**config.mk**
```make
export PLATFORM = sky130hd
export DESIGN_NAME = hazard_ctrl_flat
export DESIGN_NICKNAME = d
export VERILOG_FILES = /design/src/rtl/hazard_ctrl_pkg.sv /design/src/rtl/hazard_ctrl_if.sv /design/src/rtl/hazard_ctrl_forward_unit.sv /design/src/rtl/hazard_ctrl.sv /design/src/flat_wrapper.sv
export SDC_FILE = /design/constraint.sdc
export NUM_CORES = 1
export LEC_CHECK = 0
export BUFFER_PORTS_ARGS = -buffer_cell sky130_fd_sc_hd__buf_2
export CAP_MARGIN = 20
export CORE_MARGIN = 2
export CORE_UTILIZATION = 36
export CTS_BUF_LIST = sky130_fd_sc_hd__clkbuf_2
export DETAILED_ROUTE_END_ITERATION = 10
export GPL_TIMING_DRIVEN = 0
export PLACE_DENSITY_LB_ADDON = 0.1
export SYNTH_ARGS = -nofsm -noshare
export SYNTH_HDL_FRONTEND = slang
export SYNTH_SLANG_ARGS = --single-unit
```
**constraint.sdc**
```tcl
create_clock -name clk_i -period 3.8 [get_ports clk_i]
set_input_delay 0.57 -clock clk_i [delete_from_list [all_inputs] [get_ports clk_i]]
set_output_delay 0.57 -clock clk_i [all_outputs]
set_load 0.05 [all_outputs]
```
**src/rtl/hazard_ctrl_pkg.sv**
```systemverilog
// ---------------------------------------------------------------------------
// pipe_pkg
// Shared types and constants for the 5-stage pipeline hazard sequencer.
//   fwd_sel_t  : EX operand source select (register file, WB result, MEM result)
//   hz_state_t : memory-wait sequencer states
//   REG_ZERO   : architectural x0, never a forwarding or hazard source
// ---------------------------------------------------------------------------
package pipe_pkg;

    typedef enum logic [1:0] {
        FWD_REG = 2'b00,
        FWD_WB  = 2'b01,
        FWD_MEM = 2'b10
    } fwd_sel_t;

    typedef enum logic [1:0] {
        RUN      = 2'b00,
        MEM_WAIT = 2'b01,
        ERR      = 2'b10
    } hz_state_t;

    localparam logic [4:0] REG_ZERO = 5'd0;

endpackage

```
**src/rtl/hazard_ctrl_if.sv**
```systemverilog
// ---------------------------------------------------------------------------
// hazard_ctrl_if
// Bundles every pipeline-facing signal of the hazard sequencer.
//   Inputs to the sequencer : ID/EX/MEM/WB register specifiers, load and
//                             write-enable flags, resolved PC source, and the
//                             data-memory request/ready handshake.
//   Outputs of the sequencer: PC/IF-ID/back-end stalls, IF-ID and ID-EX
//                             flushes, EX forwarding selects, sticky timeout
//                             error and the stall-cycle counter.
//   modport master : the pipeline datapath side
//   modport slave  : the hazard_ctrl side
// ---------------------------------------------------------------------------
interface hazard_ctrl_if #(
    parameter int CNT_W = 32
);
    logic [4:0]       rs1_id_i;
    logic [4:0]       rs2_id_i;
    logic [4:0]       rs1_ex_i;
    logic [4:0]       rs2_ex_i;
    logic [4:0]       rd_ex_i;
    logic             MemRead_ex_i;
    logic             PCsrc_ex_i;
    logic             RegWrite_mem_i;
    logic [4:0]       rd_mem_i;
    logic             RegWrite_wb_i;
    logic [4:0]       rd_wb_i;
    logic             mem_req_i;
    logic             mem_ready_i;

    logic             stall_pc_o;
    logic             stall_id_o;
    logic             stall_ex_o;
    logic             flush_id_o;
    logic             flush_ex_o;
    logic [1:0]       fwdA_o;
    logic [1:0]       fwdB_o;
    logic             err_o;
    logic [CNT_W-1:0] stall_cnt_o;

    modport master (
        output rs1_id_i, rs2_id_i, rs1_ex_i, rs2_ex_i, rd_ex_i,
        output MemRead_ex_i, PCsrc_ex_i,
        output RegWrite_mem_i, rd_mem_i, RegWrite_wb_i, rd_wb_i,
        output mem_req_i, mem_ready_i,
        input  stall_pc_o, stall_id_o, stall_ex_o,
        input  flush_id_o, flush_ex_o,
        input  fwdA_o, fwdB_o, err_o, stall_cnt_o
    );

    modport slave (
        input  rs1_id_i, rs2_id_i, rs1_ex_i, rs2_ex_i, rd_ex_i,
        input  MemRead_ex_i, PCsrc_ex_i,
        input  RegWrite_mem_i, rd_mem_i, RegWrite_wb_i, rd_wb_i,
        input  mem_req_i, mem_ready_i,
        output stall_pc_o, stall_id_o, stall_ex_o,
        output flush_id_o, flush_ex_o,
        output fwdA_o, fwdB_o, err_o, stall_cnt_o
    );

endinterface

```
**src/rtl/hazard_ctrl_forward_unit.sv**
```systemverilog
// ---------------------------------------------------------------------------
// forward_unit
// Combinational EX operand bypass selection.
//   rs1_ex / rs2_ex       : source registers of the instruction in EX
//   reg_write_mem, rd_mem : destination of the instruction in MEM
//   reg_write_wb,  rd_wb  : destination of the instruction in WB
//   fwd_a / fwd_b         : operand-1 / operand-2 source select
// The MEM result is younger than the WB result, so it wins when both match.
// ---------------------------------------------------------------------------
module forward_unit
    import pipe_pkg::*;
(
    input  logic [4:0] rs1_ex,
    input  logic [4:0] rs2_ex,
    input  logic       reg_write_mem,
    input  logic [4:0] rd_mem,
    input  logic       reg_write_wb,
    input  logic [4:0] rd_wb,
    output fwd_sel_t   fwd_a,
    output fwd_sel_t   fwd_b
);

    // Writes to x0 are discarded by the register file, so they never bypass.
    function automatic fwd_sel_t pick_source(input logic [4:0] rs);
        fwd_sel_t sel;
        sel = FWD_REG;
        if (reg_write_mem && rd_mem != REG_ZERO && rd_mem == rs) begin
            sel = FWD_MEM;
        end else if (reg_write_wb && rd_wb != REG_ZERO && rd_wb == rs) begin
            sel = FWD_WB;
        end
        return sel;
    endfunction

    // Both operands use the same priority rule against their own source.
    always_comb begin
        fwd_a = pick_source(rs1_ex);
        fwd_b = pick_source(rs2_ex);
    end

endmodule

```
**src/rtl/hazard_ctrl.sv**
```systemverilog
// ---------------------------------------------------------------------------
// hazard_ctrl
// Pipeline sequencer for the 5-stage core.
//   clk_i : clock, all state updates on the rising edge
//   rst_i : synchronous active-high reset
//   hz    : hazard_ctrl_if.slave bundle (hazard inputs, stall/flush/forward
//           controls, sticky err_o and saturating stall_cnt_o)
// Parameters:
//   TIMEOUT : cycles allowed in MEM_WAIT before the sticky error (>= 2)
//   CNT_W   : stall-cycle counter width
// Priority of the stage controls, highest first: reset, memory freeze,
// taken branch/jump, load-use.
// ---------------------------------------------------------------------------
module hazard_ctrl
    import pipe_pkg::*;
#(
    parameter int TIMEOUT = 16,
    parameter int CNT_W   = 32
) (
    input  logic         clk_i,
    input  logic         rst_i,
    hazard_ctrl_if.slave hz
);

    localparam int WAIT_W = (TIMEOUT > 2) ? $clog2(TIMEOUT) : 1;

    hz_state_t         state;
    logic [WAIT_W-1:0] wait_cnt;
    logic              err_q;
    logic [CNT_W-1:0]  stall_cnt;

    fwd_sel_t          fwd_a;
    fwd_sel_t          fwd_b;
    logic              mem_freeze;
    logic              load_use;
    logic              stall_pc;
    logic              stall_id;
    logic              stall_ex;
    logic              flush_id;
    logic              flush_ex;

    forward_unit u_forward_unit (
        .rs1_ex        (hz.rs1_ex_i),
        .rs2_ex        (hz.rs2_ex_i),
        .reg_write_mem (hz.RegWrite_mem_i),
        .rd_mem        (hz.rd_mem_i),
        .reg_write_wb  (hz.RegWrite_wb_i),
        .rd_wb         (hz.rd_wb_i),
        .fwd_a         (fwd_a),
        .fwd_b         (fwd_b)
    );

    // The whole pipeline freezes while a data access is outstanding. The
    // request cycle itself already freezes unless memory answers at once,
    // and the cycle where ready arrives is released so the pipeline advances.
    always_comb begin
        mem_freeze = ((state == RUN) && hz.mem_req_i && !hz.mem_ready_i) ||
                     ((state == MEM_WAIT) && !hz.mem_ready_i) ||
                     (state == ERR);
        load_use   = hz.MemRead_ex_i && (hz.rd_ex_i != REG_ZERO) &&
                     ((hz.rd_ex_i == hz.rs1_id_i) || (hz.rd_ex_i == hz.rs2_id_i));
    end

    // Stage control resolution. During reset the front of the pipe is
    // bubbled so whatever was in flight is discarded. A taken branch
    // squashes the younger instructions, which makes a load-use stall
    // on the squashed ID instruction pointless.
    always_comb begin
        stall_pc = 1'b0;
        stall_id = 1'b0;
        stall_ex = 1'b0;
        flush_id = 1'b0;
        flush_ex = 1'b0;
        if (rst_i) begin
            flush_id = 1'b1;
            flush_ex = 1'b1;
        end else if (mem_freeze) begin
            stall_pc = 1'b1;
            stall_id = 1'b1;
            stall_ex = 1'b1;
        end else if (hz.PCsrc_ex_i) begin
            flush_id = 1'b1;
            flush_ex = 1'b1;
        end else if (load_use) begin
            stall_pc = 1'b1;
            stall_id = 1'b1;
            flush_ex = 1'b1;
        end
    end

    // Memory-wait sequencer plus the sticky error and the stall counter.
    // wait_cnt holds the number of frozen cycles already spent on the
    // current access; reaching TIMEOUT of them without ready is fatal
    // until reset. The stall counter clamps at all-ones for profiling.
    always_ff @(posedge clk_i) begin
        if (rst_i) begin
            state     <= RUN;
            wait_cnt  <= '0;
            err_q     <= 1'b0;
            stall_cnt <= '0;
        end else begin
            case (state)
                RUN: begin
                    if (hz.mem_req_i && !hz.mem_ready_i) begin
                        state    <= MEM_WAIT;
                        wait_cnt <= WAIT_W'(1);
                    end
                end
                MEM_WAIT: begin
                    if (hz.mem_ready_i) begin
                        state    <= RUN;
                        wait_cnt <= '0;
                    end else if (wait_cnt == WAIT_W'(TIMEOUT - 1)) begin
                        state <= ERR;
                        err_q <= 1'b1;
                    end else begin
                        wait_cnt <= wait_cnt + WAIT_W'(1);
                    end
                end
                ERR: begin
                    state <= ERR;
                    err_q <= 1'b1;
                end
                default: begin
                    state    <= RUN;
                    wait_cnt <= '0;
                end
            endcase
            if ((stall_pc || stall_id || stall_ex) && (stall_cnt != '1)) begin
                stall_cnt <= stall_cnt + CNT_W'(1);
            end
        end
    end

    // Drive the interface outputs; during reset forwarding is forced off.
    always_comb begin
        hz.stall_pc_o  = stall_pc;
        hz.stall_id_o  = stall_id;
        hz.stall_ex_o  = stall_ex;
        hz.flush_id_o  = flush_id;
        hz.flush_ex_o  = flush_ex;
        hz.fwdA_o      = rst_i ? 2'b00 : fwd_a;
        hz.fwdB_o      = rst_i ? 2'b00 : fwd_b;
        hz.err_o       = err_q;
        hz.stall_cnt_o = stall_cnt;
    end

endmodule

```
**src/flat_wrapper.sv**
```systemverilog
// flat-port wrapper written by rule: the top's interface ports become plain ports
module hazard_ctrl_flat import pipe_pkg::*;
#(
    parameter int TIMEOUT = 16,
    parameter int CNT_W   = 32
)
  (clk_i, rst_i, hz_rs1_id_i, hz_rs2_id_i, hz_rs1_ex_i, hz_rs2_ex_i, hz_rd_ex_i, hz_MemRead_ex_i, hz_PCsrc_ex_i, hz_RegWrite_mem_i, hz_rd_mem_i, hz_RegWrite_wb_i, hz_rd_wb_i, hz_mem_req_i, hz_mem_ready_i, hz_stall_pc_o, hz_stall_id_o, hz_stall_ex_o, hz_flush_id_o, hz_flush_ex_o, hz_fwdA_o, hz_fwdB_o, hz_err_o, hz_stall_cnt_o);
  hazard_ctrl_if #(.CNT_W(CNT_W)) hz_i ();
  input  logic clk_i;
  input  logic rst_i;
  input wire logic [$bits(hz_i.rs1_id_i)-1:0] hz_rs1_id_i;
  input wire logic [$bits(hz_i.rs2_id_i)-1:0] hz_rs2_id_i;
  input wire logic [$bits(hz_i.rs1_ex_i)-1:0] hz_rs1_ex_i;
  input wire logic [$bits(hz_i.rs2_ex_i)-1:0] hz_rs2_ex_i;
  input wire logic [$bits(hz_i.rd_ex_i)-1:0] hz_rd_ex_i;
  input wire logic [$bits(hz_i.MemRead_ex_i)-1:0] hz_MemRead_ex_i;
  input wire logic [$bits(hz_i.PCsrc_ex_i)-1:0] hz_PCsrc_ex_i;
  input wire logic [$bits(hz_i.RegWrite_mem_i)-1:0] hz_RegWrite_mem_i;
  input wire logic [$bits(hz_i.rd_mem_i)-1:0] hz_rd_mem_i;
  input wire logic [$bits(hz_i.RegWrite_wb_i)-1:0] hz_RegWrite_wb_i;
  input wire logic [$bits(hz_i.rd_wb_i)-1:0] hz_rd_wb_i;
  input wire logic [$bits(hz_i.mem_req_i)-1:0] hz_mem_req_i;
  input wire logic [$bits(hz_i.mem_ready_i)-1:0] hz_mem_ready_i;
  output wire logic [$bits(hz_i.stall_pc_o)-1:0] hz_stall_pc_o;
  output wire logic [$bits(hz_i.stall_id_o)-1:0] hz_stall_id_o;
  output wire logic [$bits(hz_i.stall_ex_o)-1:0] hz_stall_ex_o;
  output wire logic [$bits(hz_i.flush_id_o)-1:0] hz_flush_id_o;
  output wire logic [$bits(hz_i.flush_ex_o)-1:0] hz_flush_ex_o;
  output wire logic [$bits(hz_i.fwdA_o)-1:0] hz_fwdA_o;
  output wire logic [$bits(hz_i.fwdB_o)-1:0] hz_fwdB_o;
  output wire logic [$bits(hz_i.err_o)-1:0] hz_err_o;
  output wire logic [$bits(hz_i.stall_cnt_o)-1:0] hz_stall_cnt_o;
  assign hz_i.rs1_id_i = hz_rs1_id_i;
  assign hz_i.rs2_id_i = hz_rs2_id_i;
  assign hz_i.rs1_ex_i = hz_rs1_ex_i;
  assign hz_i.rs2_ex_i = hz_rs2_ex_i;
  assign hz_i.rd_ex_i = hz_rd_ex_i;
  assign hz_i.MemRead_ex_i = hz_MemRead_ex_i;
  assign hz_i.PCsrc_ex_i = hz_PCsrc_ex_i;
  assign hz_i.RegWrite_mem_i = hz_RegWrite_mem_i;
  assign hz_i.rd_mem_i = hz_rd_mem_i;
  assign hz_i.RegWrite_wb_i = hz_RegWrite_wb_i;
  assign hz_i.rd_wb_i = hz_rd_wb_i;
  assign hz_i.mem_req_i = hz_mem_req_i;
  assign hz_i.mem_ready_i = hz_mem_ready_i;
  assign hz_stall_pc_o = hz_i.stall_pc_o;
  assign hz_stall_id_o = hz_i.stall_id_o;
  assign hz_stall_ex_o = hz_i.stall_ex_o;
  assign hz_flush_id_o = hz_i.flush_id_o;
  assign hz_flush_ex_o = hz_i.flush_ex_o;
  assign hz_fwdA_o = hz_i.fwdA_o;
  assign hz_fwdB_o = hz_i.fwdB_o;
  assign hz_err_o = hz_i.err_o;
  assign hz_stall_cnt_o = hz_i.stall_cnt_o;
  hazard_ctrl #(.TIMEOUT(TIMEOUT), .CNT_W(CNT_W)) u_core (.clk_i(clk_i), .rst_i(rst_i), .hz(hz_i));
endmodule
```
### After elaboration in Yosys (flattened, before gate mapping)

Index checks and enable logic that the tools add are counted.
W data, S select, Z words.

* output and inout port bits: 42
* bits in registers: 39
* word-level logic and storage cells: 77
* input bits: 43

* $add $sub $neg: 2
* bitwise gates (word level): 1
* mux-type cells: 29
* reduce and logical (&&, ||, !) cells: 26
* equality and inequality tests: 15

Operators with widths (count)
* $add A32 B1 Y32 const B: 1
* $ne A32 B32 Y1 const B: 1
* $eq A5 B5 Y1: 6
* $mux W1: 16
* $reduce_bool A5 Y1: 3
* $mux W2: 7
* $logic_and A1 B1 Y1: 13
* $mux W4: 3
* $pmux W4 S3: 1
* $ne A2 B2 Y1 const B: 3
* $ne A3 B3 Y1 const B: 2
* $pmux W2 S3: 1
* $reduce_and A3 Y1: 2
* $add A4 B1 Y4 const B: 1
* $eq A4 B4 Y1 const B: 1
* $logic_or A1 B1 Y1: 4
* $eq A2 B1 Y1 const B: 1
* $eq A2 B2 Y1 const B: 1
* $logic_not A2 Y1: 1
* $pmux W1 S2: 1
* $reduce_and A2 Y1: 1
* $reduce_bool A2 Y1: 1
* $logic_not A1 Y1: 1
* $not A1 Y1: 1

### Depth between registers and ports, before layout

Gate-level depths: netlist (run 1).

* word-level depth: 9
* gate-level depth with buffers: 8
* gate-level depth less buffers: 7

### Cells and area by module

Synthesis (run 1) repeated with hierarchy kept, for this count alone.

* cells, all modules: 298
* area total of the unflattened synthesis: 2498.6 sq um

Modules (own cells, without submodules)
* hazard_ctrl: cells each 264, times used 1, seq. area each 780.7 sq um, area an instance 2240.9 sq um
* forward_unit: cells each 34, times used 1, seq. area each 0.0 sq um, area an instance 257.7 sq um

### Least setup slack after synthesis (run 1)

OpenSTA, ideal clock, no wires.

* path kind: input to output
* from: input port hz_rd_mem_i[1]
* to: output port hz_fwdA_o[0]
* data arrival time: 3040 ps
* slack: 190 ps
* required time: 3230 ps
* cell stages on the path: 4
* buffers on the path: 0
* cells stage by stage: or4_1 -> o21ai_0 -> nor3_1 -> nor4_1

* word-level cells in the longest chain between the ends: 5
* elaborated cells on any way between the ends: 6
* those cells by class: 1 x eq/ne; 2 x mux; 3 x reduce/logical

Ends and longest elaborated chain
* start: declaration: line flat_wrapper.sv:19 `input wire logic [$bits(hz_i.rd_mem_i)-1:0] hz_rd_mem_i;`
* $reduce_bool A5 Y1: line hazard_ctrl_forward_unit.sv:27 `if (reg_write_mem && rd_mem != REG_ZERO && rd_mem == rs) begin`
* $logic_and A1 B1 Y1: line hazard_ctrl_forward_unit.sv:27
* $logic_and A1 B1 Y1 (*): line hazard_ctrl_forward_unit.sv:27
* $mux W2 (*): line hazard_ctrl_forward_unit.sv:27
* $mux W2 (*): line hazard_ctrl.sv:142 `hz.fwdA_o = rst_i ? 2'b00 : fwd_a;`
* end: declaration: line flat_wrapper.sv:29 `output wire logic [$bits(hz_i.fwdA_o)-1:0] hz_fwdA_o;`

Mark *: on every way between the ends. The rest lies on a longest branch, timed or not.

### Worst setup path after layout (run 1)

* from: input port rst_i
* to: output port hz_fwdA_o[0]

* word-level cells in the longest chain between the ends: 1

Ends and longest elaborated chain
* start: declaration: line flat_wrapper.sv:10 `input logic rst_i;`
* $mux W2: line hazard_ctrl.sv:142

No other way between the ends.

==> results of run 1 <==
[per-stage QoR]
| step | std cells | area, sq um |
|---|---|---|
| after detailed placement | 457 | 2942 |
| after global placement | 457 | 2942 |
| after floorplan | 296 | 2425 |
| after global routing | 465 | 3010 |
| after CTS | 465 | 3010 |
| final | 465 | 3010 |
[area by class of cell]
| cell class | count | share of cell area |
|---|---|---|
| buffer | 11 | 0.02743 |
| clock buffer | 5 | 0.008313 |
| clock inverter | 3 | 0.01455 |
| inverter | 7 | 0.008728 |
| multi-input combinational | 239 | 0.5100 |
| sequential | 39 | 0.2594 |
| tap | 77 | 0.03200 |
| timing repair buffer | 84 | 0.1397 |
[cell usage in the layout, fill, tap and decap left out, types with 4 or more instances in the layout]
| master | instances |
|---|---|
| a21oi_1 | 36 |
| and2_1 | 5 |
| and3_1 | 6 |
| buf_2 | 84 |
| buf_6 | 5 |
| clkbuf_1 | 4 |
| clkbuf_2 | 5 |
| dfxtp_1 | 39 |
| inv_1 | 7 |
| nand2_1 | 21 |
| nand3_1 | 13 |
| nand4_1 | 14 |
| nor2_1 | 14 |
| nor3_1 | 4 |
| nor4_1 | 5 |
| o21ai_0 | 16 |
| o31ai_1 | 12 |
| or3_1 | 14 |
| or4_1 | 16 |
| xnor2_1 | 20 |
| xor2_1 | 13 |
[registers in the layout, indices dropped and copies added, names as in the netlist]
signal and cells:
u_core.hz.err_o 1, u_core.hz.stall_cnt_o 32, u_core.state 2, u_core.wait_cnt 4
[kinds of logic (layout without fill, tap and decap cells)]
group / after synthesis / in the layout / synth area share
buf+inv: 18 / 110 / 0.04489
xor+xnor: 33 / 33 / 0.1192
mux: 2 / 2 / 0.008256
flops: 39 / 39 / 0.3220
simple gates: 124 / 124 / 0.2957
compound gates: 78 / 78 / 0.1997
fa+ha+maj: 2 / 2 / 0.01032
[metal layers]
layer  up-vias  wire length [microns]
li1       1294                      -
met1      1171                   2874
met2        72                   3246
met3        10                    461
met4         0                    108
met5         -                      0
[how the worst max path moves through the flow]
| stage | startpoint | end | slack (ps) | cells past startpoint |
|---|---|---|---|---|
| 6_report | rst_i | hz_fwdA_o[0] | 830 | 7 |
| 5_1_grt | rst_i | hz_fwdA_o[0] | 660 | 7 |
| 2_1_floorplan | hz_rd_mem_i[1] | hz_fwdA_o[0] | 190 | 4 |
| 3_3_place_gp | rst_i | hz_fwdA_o[0] | 820 | 7 |
| 4_1_cts | rst_i | hz_fwdA_o[0] | 820 | 7 |
| 3_5_place_dp | rst_i | hz_fwdA_o[0] | 830 | 7 |
[power by group through the flow]
| stage | clock (uW) | sequential, uW | combinational (uW) |
|---|---|---|---|
| 6_report | 266 | 415 | 132 |
| 3_5_place_dp | 0 | 423 | 132 |
| 5_1_grt | 289 | 416 | 143 |
| 2_1_floorplan | 0 | 424 | 78.1 |
| 3_3_place_gp | 0 | 423 | 131 |
| 4_1_cts | 275 | 415 | 133 |
[critical path: cells and delay by family]
kind | cells | cell delay, ps
AND/OR/NAND/NOR | 2 | 740
AO/OA/AOI/OAI | 1 | 120
buffers and inverters | 4 | 970
==> metrics.txt, run 1 <==
Net Sw Power about 230 uW; Fmax 337.0 MHz; Synth top area share 0.3220; area delta synth->final 24.15%; Die Wd approximately 86 microns; Hold Crit Class in -> reg; crit-path cells buf_2 -> clkbuf_1 -> inv_1 -> o211ai_1 -> or4_1 -> nor4_1 -> buf_2; critical path's slowest cell or4_1; CTS Hold Bufs 0; clock share of power 0.327; Flop pwr share 0.511; CP Data Required Time between 3000 and 4000 ps; Reg2Reg Depth 7; vias after detailed routing 2547; Hold Startpoint hz_mem_ready_i; initial core utilization 0.3776; IO Count 85; number of max-cap violations 0; post-cts sizing count 0; Crit Path Max Fanout 10; Multi-input gate area approximately 0.0015 sq mm; layout cells sized above 1 0.2784; Avg WL per Cell between 10 and 15 microns; Worst IR Drop VDD 0.1490 mV; Switching Fraction 0.2892; DR pass1 iterations 4; reg-to-reg slack, setup 1570 ps; area leader, netlist dfxtp_1; clk slew on worst S/H paths roughly 200 ps; count leader, synth dfxtp_1; critical path type in -> out; Clock Latency Late Sink around 440 ps; Worst Setup End Kind primary output; antenna violations before repair 0; Yosys reg bits 39; met3 usage 0.04524; dpl ws roughly 830 ps; nets 432; reg-to-reg critical path endpoint u_core.hz.stall_cnt_o[15]$_SDFFE_PP0P_; Distinct cells, synth 47; Worst Clk Skew ~34 ps; P per Cell Area approximately 270 mW/mm^2; met2 global-route usage 0.3087; Internal 577.5 uW; post-synthesis cell area between 0.002 and 0.0025 sq mm; Least-Margin Pin Slew between 500 and 600 ps; total global-route track usage 0.1803; Logic pwr share 0.162; die height 86.07 microns; filler cell count in the final layout around 650; Clock Root Buffer clkbuf_2; top post-synthesis cells by count dfxtp_1 (39), a21oi_1 (36), nand2_1 (21); post-route ant nets 0; Final HPWL DP 5117 microns; syn_area_per_cell about 8.2 sq um; period utilisation layout 0.7809; DRT iter0 DRCs 87; Syn Nets approximately 340; FF-to-FF Start u_core.hz.stall_cnt_o[9]$_SDFFE_PP0P_; Post-Synthesis Cells 296; Synth area leaders dfxtp_1 (32%), a21oi_1 (7.4%), xnor2_1 (7.2%); vias in the first global route between 2000 and 2500; Period minus WS final 2967 ps; CTS tree yes; TritonCTS buffer count 5; Crit path largest cell delay 530 ps; Syn. warnings 0; Via density between 5 and 6; global-route wire length before repair roughly 11000 microns; Max H-tree Level 2; Hold EP u_core.state[0]$_SDFFE_PP0P_; Routed WL ~6700 microns; Register Area ~780 sq um; Final setup viols 0; port bufs 84; maximum clock insertion buffer count 2; Antenna diodes 0; drt drc 0; Post-Route Utilization 0.4687; placer's final routability congestion estimate roughly 0.82; Max Slew Vio Count 0; Relative slew margins 0.6269; row cnt 29; EDFF count, synth 0; grt ovf 0; Post-CTS Setup Bufs 0; RSZ-0062 raised after global routing false; Power, Total about 800 uW; PnR worst setup slack ~830 ps; met1 Use GR 0.2159; clock sink total 39; crit start category input pin; hold path depth 4; largest net degree at the start of global routing 14; Arr. time, crit path between 2000 and 2500 ps; leakage around 0.0012 uW; Seq/Total Area, Yosys 0.3220; status completed; Top cell by count, worst path buf_2; Top FF cell, synth dfxtp_1; final setup TNS 0 ps; Async SR Flop Fraction 0; endpoints failing hold 0; Core ar. around 0.0064 sq mm; Fin Hold WS between 400 and 500 ps; grt peak-use layer met2; area of the die about 0.0074 sq mm
No activity file was read; power rests on OpenSTA's default activity.
==> inputs of run 2 (changes only) <==
Settings changed: ABC_AREA set to 1.
Clock period 3.8 ns to 2.7 ns, I/O delays scaled along.
==> run 2 against run 1 <==
  * Global-route usage up 2.3 points
  * Synthesized cell count increased by 65%
  * Critical path type is now reg -> out
  * Critical endpoint is now hz_stall_pc_o
  * Flip-flop and latch count stayed put
  * Combinational power rose to 3.2 times the previous value
  * Hold slack lost 140 ps
  * Sequential power is 50% higher
  * Cell count up 47%
  * Utilization decreased by 2.5 points
  * Routed wire length rose by 28%
  * Clock skew fell by 11 ps
  * Final area increased by 20%
==> metrics.txt, run 2 <==
Synth area leaders dfxtp_1 (26%), nand2_1 (19%), nand3_1 (7.9%); die height 94.99 microns (+10%); Switching Fraction 0.3666 (+0.07746); clk slew on worst S/H paths 220 ps (+20 ps); Crit Path Max Fanout 11 (+1); Fmax 410.7 MHz; Crit path largest cell delay 420 ps (-110 ps); area of the die 0.009022 sq mm (+22%); vias after detailed routing 3328 (+31%); crit-path cells nand3_1 -> o211ai_1 -> nand2_1 -> nand2_4 -> clkbuf_4 -> buf_4 -> buf_2; area delta synth->final 21.12%; Clock Root Buffer clkbuf_2; xor and xnor area share after synthesis 0.1087 (-0.01046); largest net degree at the start of global routing 13 (-1); Synth Area in Compound Gates 0.07767 (-0.1220); Register Area 780.7 sq um (unchanged); Inst Count DP 677 (+48%); Crit path max-delay family buffers and inverters; Worst Clk Skew 22.94 ps (-11.34 ps); final setup TNS 0 ps (unchanged); Internal 894.5 uW (+55%); Worst IR Drop VDD 0.1541 mV (+3.4%); combinational family with the most area after synthesis simple AND/OR/NAND/NOR gates; Post-CTS Setup Bufs 0 (unchanged); critical path's slowest cell dfxtp_1; port bufs 84 (unchanged); clock share of power 0.259 (-0.068); Post-Synthesis Cells 488 (+65%); Distinct cells, synth 29 (-38%); antenna violations before repair 0 (unchanged); CP Data Required Time 2300 ps (-930 ps); layout cells sized above 1 0.1966 (-0.08180); Via density 4.858 (-11%); post-route cell area 0.003610 sq mm (+20%); Post-Route Utilization 0.4438 (-0.02495); Async SR Flop Fraction 0 (unchanged); Synth top area share 0.2620 (-0.06002); vias in the first global route 3151 (+36%); top post-synthesis cells by count nand2_1 (149), nor2_1 (58), inv_1 (50); Flop pwr share 0.441 (-0.070); filler cell count in the final layout 893 (+37%); Fin Hold WS 300.4 ps (-142.8 ps); Logic pwr share 0.300 (+0.138); RSZ-0062 raised after global routing false; Arr. time, crit path 2030 ps (-370 ps); nets 624 (+44%); P per Cell Area 391.2 mW/mm^2 (+45%); DR pass1 iterations 4 (unchanged); Syn Nets 533 (+56%); clock sink total 39 (unchanged); Multi-input gate area 0.001933 sq mm (+26%); total global-route track usage 0.2029 (+0.02264); drt drc 0 (unchanged); post-cts sizing count 0 (unchanged); initial core utilization 0.3664 (-0.01115); Routed WL 8546 microns (+28%); Seq/Total Area, Yosys 0.2620 (-0.06002); Max H-tree Level 2 (unchanged); leakage 0.001634 uW (+41%); Relative slew margins 0.6389 (+0.01201); row cnt 33 (+14%); count leader, synth nand2_1; Simple-Gate Fraction of Synth Area 0.4500 (+0.1544); Core ar. 0.008134 sq mm (+27%); period utilisation layout 0.9019; CTS Hold Bufs 0 (unchanged); Antenna diodes 0 (unchanged); Final HPWL DP 7051 microns (+38%); CTS tree yes; EDFF count, synth 0 (unchanged); Hold Crit Class in -> reg; crit start category register; Syn. warnings 0 (unchanged); max FFs per register 32 (unchanged); IO Count 85 (unchanged); dpl cell area 0.003538 sq mm (+20%); post-route ant nets 0 (unchanged); Yosys reg bits 39 (unchanged); DRT iter0 DRCs 134 (+54%); post-synthesis cell area 0.002980 sq mm (+23%); CP bufs+invs 3 (-1); Worst Setup End Kind primary output; grt ovf 0 (unchanged); commonest non-fill, non-tap cell in the layout nand2_1; TritonCTS buffer count 5 (unchanged); most frequent cells in the layout nand2_1 (149), buf_2 (89), nor2_1 (58), inv_1 (50), nand3_1 (47); Clock Latency Late Sink 410 ps (-30 ps); syn_area_per_cell 6.107 sq um (-25%); Avg WL per Cell 12.48 microns (-13%); Max Slew Vio Count 0 (unchanged); Least-Margin Pin Slew 534.7 ps (-25.01 ps); mux contribution to synthesized area 0 (-0.008256); global-route wire length before repair 14460 microns (+35%); Post-Layout Cell Count 685 (+47%); number of max-cap violations 0 (unchanged); Period minus WS final ~2400 ps; area leader, netlist dfxtp_1; maximum clock insertion buffer count 2 (unchanged); Final setup viols 0 (unchanged); Net Sw Power 517.8 uW (+120%); Post-Synth Adder-Cell Area 0.008396 (-0.001924); critical path type reg -> out; status completed; Top FF cell, synth dfxtp_1; placer's final routability congestion estimate 0.9616 (+17%); endpoints failing hold 0 (unchanged); Die Wd 94.99 microns (+10%)
run 2: cell count changes after synthesis, sizes merged, moves of 8 or more:
cell    before  now
nor2        16   60
xor2        13   23
nor3         5   13
nand4       15    7
nand3       13   48
nand2       21  153
o21ai       18    6
or4         17    0
nand3b       1    9
inv          7   51
or3         14    0
o31ai       12    0
run 2: worst register-to-register path: cells and delay by family, from the launching register on:
family	cells	cell delay [ps]
adder cells (fa/ha/maj)	1	340
AO/OA/AOI/OAI	1	130
buffers and inverters	3	290
AND/OR/NAND/NOR	7	800
flip-flops	1	530
run 2: final timing paths:
check,from,to,slack (ps),depth (start not counted)
setup reg to reg,u_core.hz.stall_cnt_o[0]$_SDFFE_PP0P_,u_core.hz.stall_cnt_o[17]$_SDFFE_PP0P_,530,12
hold reg to reg,u_core.hz.stall_cnt_o[31]$_SDFFE_PP0P_,u_core.hz.stall_cnt_o[31]$_SDFFE_PP0P_,520,2
setup / recovery,u_core.state[0]$_SDFFE_PP0P_,hz_stall_pc_o,260,7
hold / removal,rst_i,u_core.hz.stall_cnt_o[0]$_SDFFE_PP0P_,300,4
run 2: kinds of logic (layout without fill, tap and decap cells):
| group | after synthesis | count (layout) |
|---|---|---|
| DFF | 39 | 39 |
| and+or+nand+nor | 300 | 300 |
| xor gates and xnor gates | 37 | 37 |
| buffers and inverters | 65 | 157 |
| AOI/OAI and AO/OA | 45 | 45 |
| adders and majority gates | 2 | 2 |
run 2: stage by stage:
step	worst slack [ps]	total power, uW
2_1_floorplan	347.0	930.5
3_3_place_gp	354.6	1054
3_5_place_dp	335.0	1057
4_1_cts	138.2	1425
5_1_grt	81.85	1505
6_report	264.9	1412
run 2: layout make-up:
cell class                      instances  area share
Buffer                                 14     0.02461
Clock buffer                            5    0.006932
Inverter                               51     0.05303
Tap cell                              105     0.03640
Timing Repair Buffer                   84      0.1165
Multi-Input combinational cell        384      0.5355
Sequential cell                        39      0.2163
Clock inverter                          3     0.01075
run 2: power by group through the flow:
| stage | combinational [uW] | sequential (uW) | clock, uW |
|---|---|---|---|
| after floorplan | 277 | 653 | 0 |
| after global placement | 419 | 635 | 0 |
| after detailed placement | 421 | 636 | 0 |
| after CTS | 423 | 624 | 378 |
| after global routing | 473 | 629 | 404 |
| final | 423 | 623 | 366 |
run 2: routing by layer:
metal / track usage / vias up / part of all wire / wire [microns]
met5: 0 / - / 0 / 0
met4: 0.05676 / 0 / 0.016 / 133
met1: 0.2662 / 1484 / 0.46 / 3917
li1: - / 1739 / - / -
met2: 0.3457 / 94 / 0.46 / 3901
met3: 0.02953 / 11 / 0.069 / 593
